**src/rtl/alu_pkg.sv**
```systemverilog
// Shared ALU/MDU definitions: operation codes, FSM states, default width.
package alu_pkg;

  localparam int unsigned ALU_WIDTH = 32;

  typedef enum logic [4:0] {
    OP_ADD   = 5'd0,
    OP_SUB   = 5'd1,
    OP_AND   = 5'd2,
    OP_OR    = 5'd3,
    OP_NOT   = 5'd4,
    OP_XOR   = 5'd5,
    OP_SLL   = 5'd6,
    OP_SRL   = 5'd7,
    OP_SRA   = 5'd8,
    OP_SLT   = 5'd9,
    OP_SLTU  = 5'd10,
    OP_SEQ   = 5'd11,
    OP_SGT   = 5'd12,
    OP_LUI   = 5'd13,
    OP_MULT  = 5'd14,
    OP_MULTU = 5'd15,
    OP_MADD  = 5'd16,
    OP_MADDU = 5'd17,
    OP_DIV   = 5'd18,
    OP_DIVU  = 5'd19,
    OP_MFHI  = 5'd20,
    OP_MFLO  = 5'd21,
    OP_MTHI  = 5'd22,
    OP_MTLO  = 5'd23
  } op_e;

  typedef enum logic [1:0] {
    ST_IDLE,
    ST_MUL,
    ST_DIV,
    ST_DONE
  } state_e;

endpackage

```
**src/rtl/alu_mdu_if.sv**
```systemverilog
// Request/response bus of alu_mdu.
//   slave : the ALU/MDU (accepts in_valid/op/a/b, returns result/flags, shows hi/lo)
//   master: the requester
interface alu_mdu_if #(
  parameter int unsigned WIDTH = alu_pkg::ALU_WIDTH
) ();
  logic             in_valid;
  logic             in_ready;
  logic [4:0]       op;
  logic [WIDTH-1:0] a;
  logic [WIDTH-1:0] b;
  logic             out_valid;
  logic             out_ready;
  logic [WIDTH-1:0] result;
  logic             div_zero;
  logic             illegal;
  logic [WIDTH-1:0] hi;
  logic [WIDTH-1:0] lo;

  modport slave (
    input  in_valid, op, a, b, out_ready,
    output in_ready, out_valid, result, div_zero, illegal, hi, lo
  );

  modport master (
    output in_valid, op, a, b, out_ready,
    input  in_ready, out_valid, result, div_zero, illegal, hi, lo
  );
endinterface

```
**src/rtl/alu_mdu_iter.sv**
```systemverilog
// Iterative multiply/divide datapath on unsigned magnitudes, one bit per step.
//   start/mode_div/mag_a/mag_b : load operands (multiplier or dividend in mag_a)
//   step                       : perform one iteration
//   last                       : the current step is the final one
//   prod/quot/rem              : values after the current step
module alu_mdu_iter import alu_pkg::*; #(
  parameter int unsigned WIDTH = ALU_WIDTH,
  localparam int unsigned CW   = $clog2(WIDTH)
) (
  input  logic               clk,
  input  logic               rst_n,
  input  logic               start,
  input  logic               mode_div,
  input  logic [WIDTH-1:0]   mag_a,
  input  logic [WIDTH-1:0]   mag_b,
  input  logic               step,
  output logic               last,
  output logic [2*WIDTH-1:0] prod,
  output logic [WIDTH-1:0]   quot,
  output logic [WIDTH-1:0]   rem
);
  logic [WIDTH:0]   acc, acc_n;
  logic [WIDTH-1:0] sh, sh_n;
  logic [WIDTH-1:0] opnd;
  logic [CW-1:0]    cnt;
  logic             div_q;
  logic [WIDTH:0]   sum;
  logic [WIDTH:0]   rs;
  logic [WIDTH+1:0] diff;

  // Multiply: {acc,sh} shifts right, adding the multiplicand on sh[0].
  // Divide: {acc,sh} shifts left, quotient bits enter at sh[0].
  always_comb begin
    acc_n = acc;
    sh_n  = sh;
    sum   = '0;
    rs    = '0;
    diff  = '0;
    if (div_q) begin
      rs   = {acc[WIDTH-1:0], sh[WIDTH-1]};
      diff = {1'b0, rs} - {2'b00, opnd};
      if (diff[WIDTH+1]) begin
        acc_n = rs;
        sh_n  = {sh[WIDTH-2:0], 1'b0};
      end else begin
        acc_n = diff[WIDTH:0];
        sh_n  = {sh[WIDTH-2:0], 1'b1};
      end
    end else begin
      sum   = acc + (sh[0] ? {1'b0, opnd} : '0);
      acc_n = {1'b0, sum[WIDTH:1]};
      sh_n  = {sum[0], sh[WIDTH-1:1]};
    end
  end

  assign last = (cnt == CW'(WIDTH - 1));
  assign prod = {acc_n[WIDTH-1:0], sh_n};
  assign quot = sh_n;
  assign rem  = acc_n[WIDTH-1:0];

  always_ff @(posedge clk or negedge rst_n) begin
    if (!rst_n) begin
      acc   <= '0;
      sh    <= '0;
      opnd  <= '0;
      cnt   <= '0;
      div_q <= 1'b0;
    end else if (start) begin
      acc   <= '0;
      sh    <= mag_a;
      opnd  <= mag_b;
      cnt   <= '0;
      div_q <= mode_div;
    end else if (step) begin
      acc   <= acc_n;
      sh    <= sh_n;
      cnt   <= cnt + 1'b1;
    end
  end
endmodule

```
**src/rtl/alu_mdu.sv**
```systemverilog
// ALU with multiply/divide unit and HI/LO registers.
//   clk, rst_n : clock, asynchronous active-low reset
//   bus        : request (in_valid/in_ready/op/a/b), response
//                (out_valid/out_ready/result/div_zero/illegal), hi/lo view
module alu_mdu import alu_pkg::*; #(
  parameter int unsigned WIDTH = ALU_WIDTH,
  parameter int unsigned SHW   = $clog2(WIDTH)
) (
  input  logic       clk,
  input  logic       rst_n,
  alu_mdu_if.slave   bus
);
  state_e             state;
  logic               run;
  logic               out_valid_q, div_zero_q, illegal_q;
  logic [WIDTH-1:0]   result_q, hi_q, lo_q;
  logic               neg_q, neg_r, madd_q;

  logic               accept;
  logic [WIDTH-1:0]   sc_result;
  logic               sc_dz, sc_ill;
  logic               is_mul, is_div, is_signed, iterative;
  logic [WIDTH-1:0]   mag_a, mag_b;

  logic               iter_last;
  logic [2*WIDTH-1:0] iter_prod, prod_s, mul_hilo;
  logic [WIDTH-1:0]   iter_quot, iter_rem, quot_s, rem_s;

  // run holds in_ready low until the first edge after reset release.
  assign bus.in_ready  = run && ((state == ST_IDLE) || ((state == ST_DONE) && bus.out_ready));
  assign accept        = bus.in_valid && bus.in_ready;
  assign bus.out_valid = out_valid_q;
  assign bus.result    = result_q;
  assign bus.div_zero  = div_zero_q;
  assign bus.illegal   = illegal_q;
  assign bus.hi        = hi_q;
  assign bus.lo        = lo_q;

  always_comb begin
    sc_result = '0;
    sc_dz     = 1'b0;
    sc_ill    = 1'b0;
    is_mul    = 1'b0;
    is_div    = 1'b0;
    is_signed = 1'b0;
    case (bus.op)
      OP_ADD:   sc_result = bus.a + bus.b;
      OP_SUB:   sc_result = bus.a - bus.b;
      OP_AND:   sc_result = bus.a & bus.b;
      OP_OR:    sc_result = bus.a | bus.b;
      OP_NOT:   sc_result = ~bus.a;
      OP_XOR:   sc_result = bus.a ^ bus.b;
      OP_SLL:   sc_result = bus.a << bus.b[SHW-1:0];
      OP_SRL:   sc_result = bus.a >> bus.b[SHW-1:0];
      OP_SRA:   sc_result = WIDTH'($signed(bus.a) >>> bus.b[SHW-1:0]);
      OP_SLT:   sc_result = WIDTH'($signed(bus.a) < $signed(bus.b));
      OP_SLTU:  sc_result = WIDTH'(bus.a < bus.b);
      OP_SEQ:   sc_result = WIDTH'(bus.a == bus.b);
      OP_SGT:   sc_result = WIDTH'(bus.a > bus.b);
      OP_LUI: begin
        if (WIDTH >= 32) sc_result = (bus.a + bus.b) << 16;
        else             sc_ill    = 1'b1;
      end
      OP_MULT, OP_MADD: begin
        is_mul    = 1'b1;
        is_signed = 1'b1;
      end
      OP_MULTU, OP_MADDU: is_mul = 1'b1;
      OP_DIV: begin
        is_div    = 1'b1;
        is_signed = 1'b1;
      end
      OP_DIVU:  is_div    = 1'b1;
      OP_MFHI:  sc_result = hi_q;
      OP_MFLO:  sc_result = lo_q;
      OP_MTHI:  sc_result = bus.a;
      OP_MTLO:  sc_result = bus.a;
      default:  sc_ill    = 1'b1;
    endcase
    sc_dz     = is_div && (bus.b == '0);
    iterative = is_mul || (is_div && (bus.b != '0));
    mag_a     = (is_signed && bus.a[WIDTH-1]) ? -bus.a : bus.a;
    mag_b     = (is_signed && bus.b[WIDTH-1]) ? -bus.b : bus.b;
  end

  alu_mdu_iter #(.WIDTH(WIDTH)) u_iter (
    .clk      (clk),
    .rst_n    (rst_n),
    .start    (accept && iterative),
    .mode_div (is_div),
    .mag_a    (mag_a),
    .mag_b    (mag_b),
    .step     ((state == ST_MUL) || (state == ST_DIV)),
    .last     (iter_last),
    .prod     (iter_prod),
    .quot     (iter_quot),
    .rem      (iter_rem)
  );

  // Sign correction applied to the final-step values so hi/lo land on the same edge as out_valid.
  always_comb begin
    prod_s   = neg_q ? -iter_prod : iter_prod;
    mul_hilo = madd_q ? ({hi_q, lo_q} + prod_s) : prod_s;
    quot_s   = neg_q ? -iter_quot : iter_quot;
    rem_s    = neg_r ? -iter_rem : iter_rem;
  end

  always_ff @(posedge clk or negedge rst_n) begin
    if (!rst_n) begin
      state       <= ST_IDLE;
      run         <= 1'b0;
      out_valid_q <= 1'b0;
      result_q    <= '0;
      div_zero_q  <= 1'b0;
      illegal_q   <= 1'b0;
      hi_q        <= '0;
      lo_q        <= '0;
      neg_q       <= 1'b0;
      neg_r       <= 1'b0;
      madd_q      <= 1'b0;
    end else begin
      run <= 1'b1;
      if (out_valid_q && bus.out_ready) begin
        out_valid_q <= 1'b0;
        state       <= ST_IDLE;
      end
      if (accept) begin
        neg_q  <= is_signed && (bus.a[WIDTH-1] ^ bus.b[WIDTH-1]);
        neg_r  <= is_signed && bus.a[WIDTH-1];
        madd_q <= (bus.op == OP_MADD) || (bus.op == OP_MADDU);
        if (is_mul) begin
          state <= ST_MUL;
        end else if (iterative) begin
          state <= ST_DIV;
        end else begin
          state       <= ST_DONE;
          out_valid_q <= 1'b1;
          result_q    <= sc_result;
          div_zero_q  <= sc_dz;
          illegal_q   <= sc_ill;
          if (bus.op == OP_MTHI) hi_q <= bus.a;
          if (bus.op == OP_MTLO) lo_q <= bus.a;
        end
      end
      case (state)
        ST_MUL: if (iter_last) begin
          state        <= ST_DONE;
          out_valid_q  <= 1'b1;
          {hi_q, lo_q} <= mul_hilo;
          result_q     <= mul_hilo[WIDTH-1:0];
          div_zero_q   <= 1'b0;
          illegal_q    <= 1'b0;
        end
        ST_DIV: if (iter_last) begin
          state       <= ST_DONE;
          out_valid_q <= 1'b1;
          hi_q        <= rem_s;
          lo_q        <= quot_s;
          result_q    <= quot_s;
          div_zero_q  <= 1'b0;
          illegal_q   <= 1'b0;
        end
        default: ;
      endcase
    end
  end
endmodule

```
**src/flat_wrapper.sv**
```systemverilog
// flat-port wrapper written by rule: the top's interface ports become plain ports
module alu_mdu_flat import alu_pkg::*;
#(
  parameter int unsigned WIDTH = ALU_WIDTH,
  parameter int unsigned SHW   = $clog2(WIDTH)
)
  (clk, rst_n, bus_in_valid, bus_op, bus_a, bus_b, bus_out_ready, bus_in_ready, bus_out_valid, bus_result, bus_div_zero, bus_illegal, bus_hi, bus_lo);
  alu_mdu_if #(.WIDTH(WIDTH)) bus_i ();
  input  logic clk;
  input  logic rst_n;
  input wire logic [$bits(bus_i.in_valid)-1:0] bus_in_valid;
  input wire logic [$bits(bus_i.op)-1:0] bus_op;
  input wire logic [$bits(bus_i.a)-1:0] bus_a;
  input wire logic [$bits(bus_i.b)-1:0] bus_b;
  input wire logic [$bits(bus_i.out_ready)-1:0] bus_out_ready;
  output wire logic [$bits(bus_i.in_ready)-1:0] bus_in_ready;
  output wire logic [$bits(bus_i.out_valid)-1:0] bus_out_valid;
  output wire logic [$bits(bus_i.result)-1:0] bus_result;
  output wire logic [$bits(bus_i.div_zero)-1:0] bus_div_zero;
  output wire logic [$bits(bus_i.illegal)-1:0] bus_illegal;
  output wire logic [$bits(bus_i.hi)-1:0] bus_hi;
  output wire logic [$bits(bus_i.lo)-1:0] bus_lo;
  assign bus_i.in_valid = bus_in_valid;
  assign bus_i.op = bus_op;
  assign bus_i.a = bus_a;
  assign bus_i.b = bus_b;
  assign bus_i.out_ready = bus_out_ready;
  assign bus_in_ready = bus_i.in_ready;
  assign bus_out_valid = bus_i.out_valid;
  assign bus_result = bus_i.result;
  assign bus_div_zero = bus_i.div_zero;
  assign bus_illegal = bus_i.illegal;
  assign bus_hi = bus_i.hi;
  assign bus_lo = bus_i.lo;
  alu_mdu #(.WIDTH(WIDTH), .SHW(SHW)) u_core (.clk(clk), .rst_n(rst_n), .bus(bus_i));
endmodule
```
**config.mk**
```make
export PLATFORM = sky130hd
export DESIGN_NAME = alu_mdu_flat
export DESIGN_NICKNAME = d
export VERILOG_FILES = /design/src/rtl/alu_pkg.sv /design/src/rtl/alu_mdu_if.sv /design/src/rtl/alu_mdu_iter.sv /design/src/rtl/alu_mdu.sv /design/src/flat_wrapper.sv
export SDC_FILE = /design/constraint.sdc
export NUM_CORES = 2
export LEC_CHECK = 0
export CAP_MARGIN = 20
export CORE_ASPECT_RATIO = 0.75
export CORE_MARGIN = 2
export CORE_UTILIZATION = 25
export DETAILED_ROUTE_END_ITERATION = 10
export GPL_TIMING_DRIVEN = 0
export HOLD_SLACK_MARGIN = 0.08
export PLACE_DENSITY_LB_ADDON = 0.1
export SYNTH_ARGS = -nofsm -noshare
export SYNTH_HDL_FRONTEND = slang
export SYNTH_SLANG_ARGS = --single-unit
```
**constraint.sdc**
```tcl
create_clock -name clk -period 22.4 [get_ports clk]
set_input_delay 3.36 -clock clk [delete_from_list [all_inputs] [get_ports clk]]
set_output_delay 3.36 -clock clk [all_outputs]
set_load 0.01 [all_outputs]
```
# After elaboration in Yosys (flattened, before gate mapping)
# Index checks and enable logic that the tools add are counted.
[op_classes]
reduce_logical = 25
bitwise_logic = 5
magnitude_cmp = 3
shift = 3
n_mux = 64
eq_ne = 28
addsub = 11
[op_table]
columns = ["operator", "n"]
rows = [
  ["32-bit 2-to-1 mux", 25],
  ["32-bit one-hot mux with 17 select lines", 1],
  ["32-bit one-hot mux with 2 select lines", 3],
  ["33-bit 2-to-1 mux", 4],
  ["64-bit 2-to-1 mux", 2],
  ["32-bit negator", 4],
  ["64-bit adder", 1],
  ["32-bit < comparator", 2],
  ["64-bit negator", 1],
  ["5-bit == test (second input constant)", 9],
  ["5-bit by 4-bit == test with 1-bit output (second input constant)", 8],
  ["33-bit by 32-bit subtractor with 34-bit output", 1],
  ["33-bit by 32-bit adder with 33-bit output", 1],
  ["32-bit adder", 1],
  ["32-bit AND", 1],
  ["32-bit == test", 1],
  ["32-bit > comparator", 1],
  ["32-bit logical NOT", 1],
  ["32-bit NOT", 1],
  ["32-bit OR", 1],
  ["32-bit nonzero test", 1],
  ["32-bit by 5-bit << shifter with 32-bit output", 1],
  ["32-bit by 5-bit right shift with 32-bit output", 1],
  ["32-bit by 5-bit >>> shifter with 32-bit output", 1],
  ["21 further kinds", 66],
]
[totals]
elab_cells = 155
out_inout_bits = 100
in_bits = 73
regBits = 208

# Longest topological paths before layout
[depth]
word_depth = 10
depth_mapped = 36

# By module
# A second synthesis with hierarchy kept.
[hier_totals]
cells_unflattened = 4417
hier_area_um2 = 32481.2
[modules_own_cells]
columns = ["mod", "area_per_inst_um2", "n_inst", "cells_per_inst", "seq_area_each_um2"]
rows = [
  ["alu_mdu", 23085.9, 1, 3243, 2627.5],
  ["alu_mdu_iter", 9395.3, 1, 1174, 2577.5],
]

# Least setup slack after synthesis
# Ideal clock, no wire load.
[synth_timing]
kind = "in2reg"
startpoint = "input bus_b[2]"
endpoint = "register u_core.result_q[30], in the netlist u_core.bus.result[30]"
arrival_time_ns = 8.566
setup_ns = 0.136
path_slack_ns = 13.698
cell_stages = 20
cell_sequence = "inv_2 > buf_1 > buf_1 > clkbuf_1 > ha_1 > clkbuf_1 > a21o_1 > a21o_1 > a2111oi_0 > o31ai_1 > a31o_2 > a311o_1 > a41o_1 > a211oi_1 > a21oi_1 > a31oi_1 > o21ai_0 > xnor2_1 > a221oi_1 > o22ai_1"
[synth_via]
elab_chain_len = 8
[synth_lines]
columns = ["item", "line", "text"]
rows = [
  ["start, declared", "flat_wrapper.sv:14", "input wire logic [$bits(bus_i.b)-1:0] bus_b;"],
  ["parallel branches: the longest is 3 deep, another holds 32-bit adder", "n/a", ""],
  ["32-bit 2-to-1 mux (*)", "alu_mdu.sv:133", "end else if (iterative) begin"],
  ["32-bit 2-to-1 mux (*)", "alu_mdu.sv:131", "if (is_mul) begin"],
  ["32-bit 2-to-1 mux (*)", "alu_mdu.sv:127", "if (accept) begin"],
  ["32-bit 2-to-1 mux, on equally long branches", "alu_mdu.sv:154, alu_mdu.sv:146", ""],
  ["32-bit one-hot mux with 2 select lines (*)", "alu_mdu.sv:145", "case (state)"],
  ["end signal, assigned", "alu_mdu.sv:138", "result_q <= sc_result;"],
  ["end signal, assigned", "alu_mdu.sv:150", "result_q <= mul_hilo[WIDTH-1:0];"],
  ["end signal, assigned", "alu_mdu.sv:159", "result_q <= quot_s;"],
  ["end, declared", "alu_mdu.sv:16", "logic [WIDTH-1:0] result_q, hi_q, lo_q;"],
]
# Every way passes the cells marked *.
# A chain may end at the register's enable or synchronous reset.

# Worst setup path after layout
[layout_timing]
startpoint = "register u_core.u_iter.div_q"
endpoint = "register u_core.hi_q[31], in the netlist u_core.bus.hi[31]"
[layout_via]
elab_chain_len = 7
[layout_lines]
columns = ["item", "line", "text"]
rows = [
  ["start, declared", "alu_mdu_iter.sv:26", "logic div_q;"],
  ["start signal, assigned", "alu_mdu_iter.sv:73", "div_q <= mode_div;"],
  ["32-bit 2-to-1 mux / 33-bit 2-to-1 mux (equally long branches)", "alu_mdu_iter.sv:39", "if (div_q) begin"],
  ["64-bit negator", "alu_mdu.sv:102", "prod_s = neg_q ? -iter_prod : iter_prod;"],
  ["64-bit 2-to-1 mux", "alu_mdu.sv:102", ""],
  ["64-bit adder", "alu_mdu.sv:103", "mul_hilo = madd_q ? ({hi_q, lo_q} + prod_s) : prod_s;"],
  ["64-bit 2-to-1 mux", "alu_mdu.sv:103", ""],
  ["32-bit 2-to-1 mux", "alu_mdu.sv:146", "ST_MUL: if (iter_last) begin"],
  ["32-bit one-hot mux with 2 select lines (*)", "alu_mdu.sv:145", ""],
  ["end signal, assigned", "alu_mdu.sv:141", "if (bus.op == OP_MTHI) hi_q <= bus.a;"],
  ["end signal, assigned", "alu_mdu.sv:149", "{hi_q, lo_q} <= mul_hilo;"],
  ["end signal, assigned", "alu_mdu.sv:157", "hi_q <= rem_s;"],
  ["end, declared", "alu_mdu.sv:16", ""],
]
# Every way passes the cells marked *; elsewhere a longest branch is shown, timed or not.

==> flow_summary.yaml <==
outcome:
  status: "complete, no violations"
timing:
  fin_worst_skew_ps: 30.8
  finalHoldViolations: 0
  rsz0062_at_grt: "no"
  relSlewSlack: 0.0957
  period_share: 0.598
  tightest_slew_ps: 1360
  layout_min_cycle_time_ps: 13390
  drv_slew: 0
  fmax_ghz: 0.0747
  setup_viol: 0
  whs_ps: 537
  tns_ps: 0
drt:
  drt_iter0_drc: 5698
  wl_mm: 223
  wl_per_cell_um: 36.4
  final_antenna_net_count: 0
  dr.pass1.iters: 9
  vias_per_cell: 6.12
  drc: 0
  vias: 37500
placement:
  port_buffers: 171
  place.gp.congestion: 1.09
  hpwl_mm: 186
finish:
  mostFrequentLayoutCell: "nand2_1"
  filler_cell_count: 13500
  final_core_utilization: 0.293
  fin_nets: 4778
  seqCellArea_sq_um: 5200
  syn_to_final_growth_pct: 16.8
  drive_above_1_share: 0.0471
  layout_common_cells: "nand2_1 (436), nor2_1 (393), o21ai_0 (379)"
  multiInputGateArea_sq_um: 23500
clock_tree:
  cts_resized: 0
  clock-sinks: 208
  cts-htree-levels: 1
  ctsHoldBuffers: 0
  cts_tree: "built"
  cts.clk_slew.worst_paths_ps: 70
  numCtsBuffers: 28
  clk_latency_ps: 640
  cts.path.max_buffers: 3
  post-cts-setup-buffer-count: 0
  clockRootBuffer: "clkbuf_16"
floorplan:
  die_area_sq_um: 125000
  die_y_um: 307
  rows: 111
  start_util: 0.251
  core_sq_um: 122000
  die_x_um: 408
  io_pins: 173
yosys:
  synth-edff-count: 0
  synth_seq_cells: 208
  synth.avg_cell_area_sq_um: 7.24
  synthCells: 4221
  netlist_area_sq_um: 30500
  synthDistinctLibCells: 100
  ys_warn_count: 0
  synth_top_cell_area_share: 0.170
  ys_top_cells_by_area: "dfrtp_1 (17%), ha_1 (9.8%), o21ai_0 (6.2%), a21oi_1 (6.0%), nand2_1 (5.4%)"
  synth_fp_nets: 4538
  synth-async-reset-ratio: 1.00
  yosysSeqAreaShare: 0.170
  ys.flop_type: "dfrtp_1"
  yosysTopAreaCell: "dfrtp_1"
grt:
  antenna_found_initial: 27
  grt.overflow.total: 0
  grt_pass1_vias: 34200
  grt_pass1_wl_mm: 299
  grt_max_degree: 95
  grt_use_total: 0.342
hold_path:
  hold_path.class: "flip-flop to flip-flop"
setup_path:
  critPathArrivalTime_ps: 13950
  crit_required_ps: 22960
  crit_path_end_kind: "flip-flop"
  cp_max_fo: 10
  crit_top_cell: "clkbuf_1"
  worstSetupStartpointType: "flip-flop"
  cpMaxStageDelayCell: "buf_1"
  slowest_delay_ps: 920
  path_class: "flip-flop to flip-flop"
flow_run:
  drv_cap: 0
power:
  p_leak_uw: 0.0141
  p_per_area_nw_per_um2: 191
  ir_drop_mv: 0.0984
-- layout make-up --
class	instances	share of cell area
plain buffers	306	0.0331
clock inverters	14	0.00351
repair buffers	210	0.0592
multi-input cells	3530	0.660
clock buffers	36	0.0219
well taps	1638	0.0574
flip-flops and latches	208	0.146
diodes	9	0.000631
inverters	177	0.0186
-- kinds of logic after synthesis --
family | share of synthesized area
simple gates | 0.202
buf+inv | 0.0604
compound gates | 0.322
other cells | 0.000123
xor+xnor | 0.0790
flops | 0.170
mux | 0.0650
fa+ha+maj | 0.101
-- critical path, delay by kind of cell (launching register included) --
kind / cells / cell delay (ps)
AO/OA/AOI/OAI: 12 / 3460
AND/OR/NAND/NOR: 6 / 2490
flip-flops: 1 / 320
adder cells (fa/ha/maj): 2 / 590
XOR/XNOR: 2 / 510
multiplexers: 1 / 390
buffers and inverters: 7 / 5510
-- per-stage QoR --
step / cell area [sq um] / instances / power (uW) / worst slack, ps
4_1_cts: 35600 / 6107 / 6650 / 9610
6_report: 35700 / 6128 / 6830 / 9010
2_1_floorplan: 30500 / 4221 / 4210 / 13700
3_5_place_dp: 34600 / 6057 / 6140 / 9690
3_3_place_gp: 34300 / 6030 / 6120 / 7230
5_1_grt: 35700 / 6119 / 7240 / 8570
-- power by group --
| group | total, uW | switching, uW | internal [uW] |
|---|---|---|---|
| logic | 5480 | 3550 | 1930 |
| clock network | 486 | 228 | 258 |
| registers | 861 | 324 | 537 |
-- state kept, by name, summed over array words and instances (netlist names) --
register	cells
u_core.bus.div_zero	1
u_core.bus.hi	32
u_core.bus.illegal	1
u_core.bus.lo	32
u_core.bus.out_valid	1
u_core.bus.result	32
u_core.madd_q	1
u_core.neg_q	1
u_core.neg_r	1
u_core.run	1
u_core.state	2
u_core.u_iter.acc	33
u_core.u_iter.cnt	5
u_core.u_iter.div_q	1
u_core.u_iter.opnd	32
u_core.u_iter.sh	32
-- cells in the mapped netlist, types with 18 or more instances --
master	instances
nor2b_1	23
o21a_1	32
a2111oi_0	18
nand3_1	85
or2_2	24
a221oi_1	78
buf_1	24
ha_1	239
nand4_1	42
o22ai_1	27
xor2_1	88
nand2_1	436
nand2b_1	37
a21oi_1	368
a211oi_1	61
o211ai_1	75
clkbuf_1	276
mux2i_1	126
a31oi_1	75
o31ai_1	34
a21o_1	90
and2_1	55
nor3_1	105
o221ai_1	24
dfrtp_1	208
mux2_2	27
o21ai_0	381
nor2_1	394
or3_1	32
xnor2_1	185
o21bai_1	32
mux4_2	18
nor4_1	33
a211o_1	20
inv_1	174
-- routing by layer --
layer	wire length [um]	global-route usage
met5	135	0
met4	5970	0.0753
met3	32500	0.167
met2	81000	0.439
met1	103000	0.496
-- final timing paths --
path                                       from                     to  slack [ps]  depth (start not counted)
setup / recovery            u_core.u_iter.div_q      u_core.bus.hi[31]        9010                         30
hold / removal             u_core.u_iter.cnt[4]   u_core.u_iter.cnt[4]         540                          2
setup reg to reg            u_core.u_iter.div_q      u_core.bus.hi[31]        9010                         30
hold reg to reg            u_core.u_iter.cnt[4]   u_core.u_iter.cnt[4]         540                          2
max in group asynchronous                 rst_n  u_core.u_iter.acc[27]       18730                          2
min in group asynchronous                 rst_n    u_core.u_iter.sh[8]        2660                          1
Note: power is estimated with default switching activity, not from simulation.
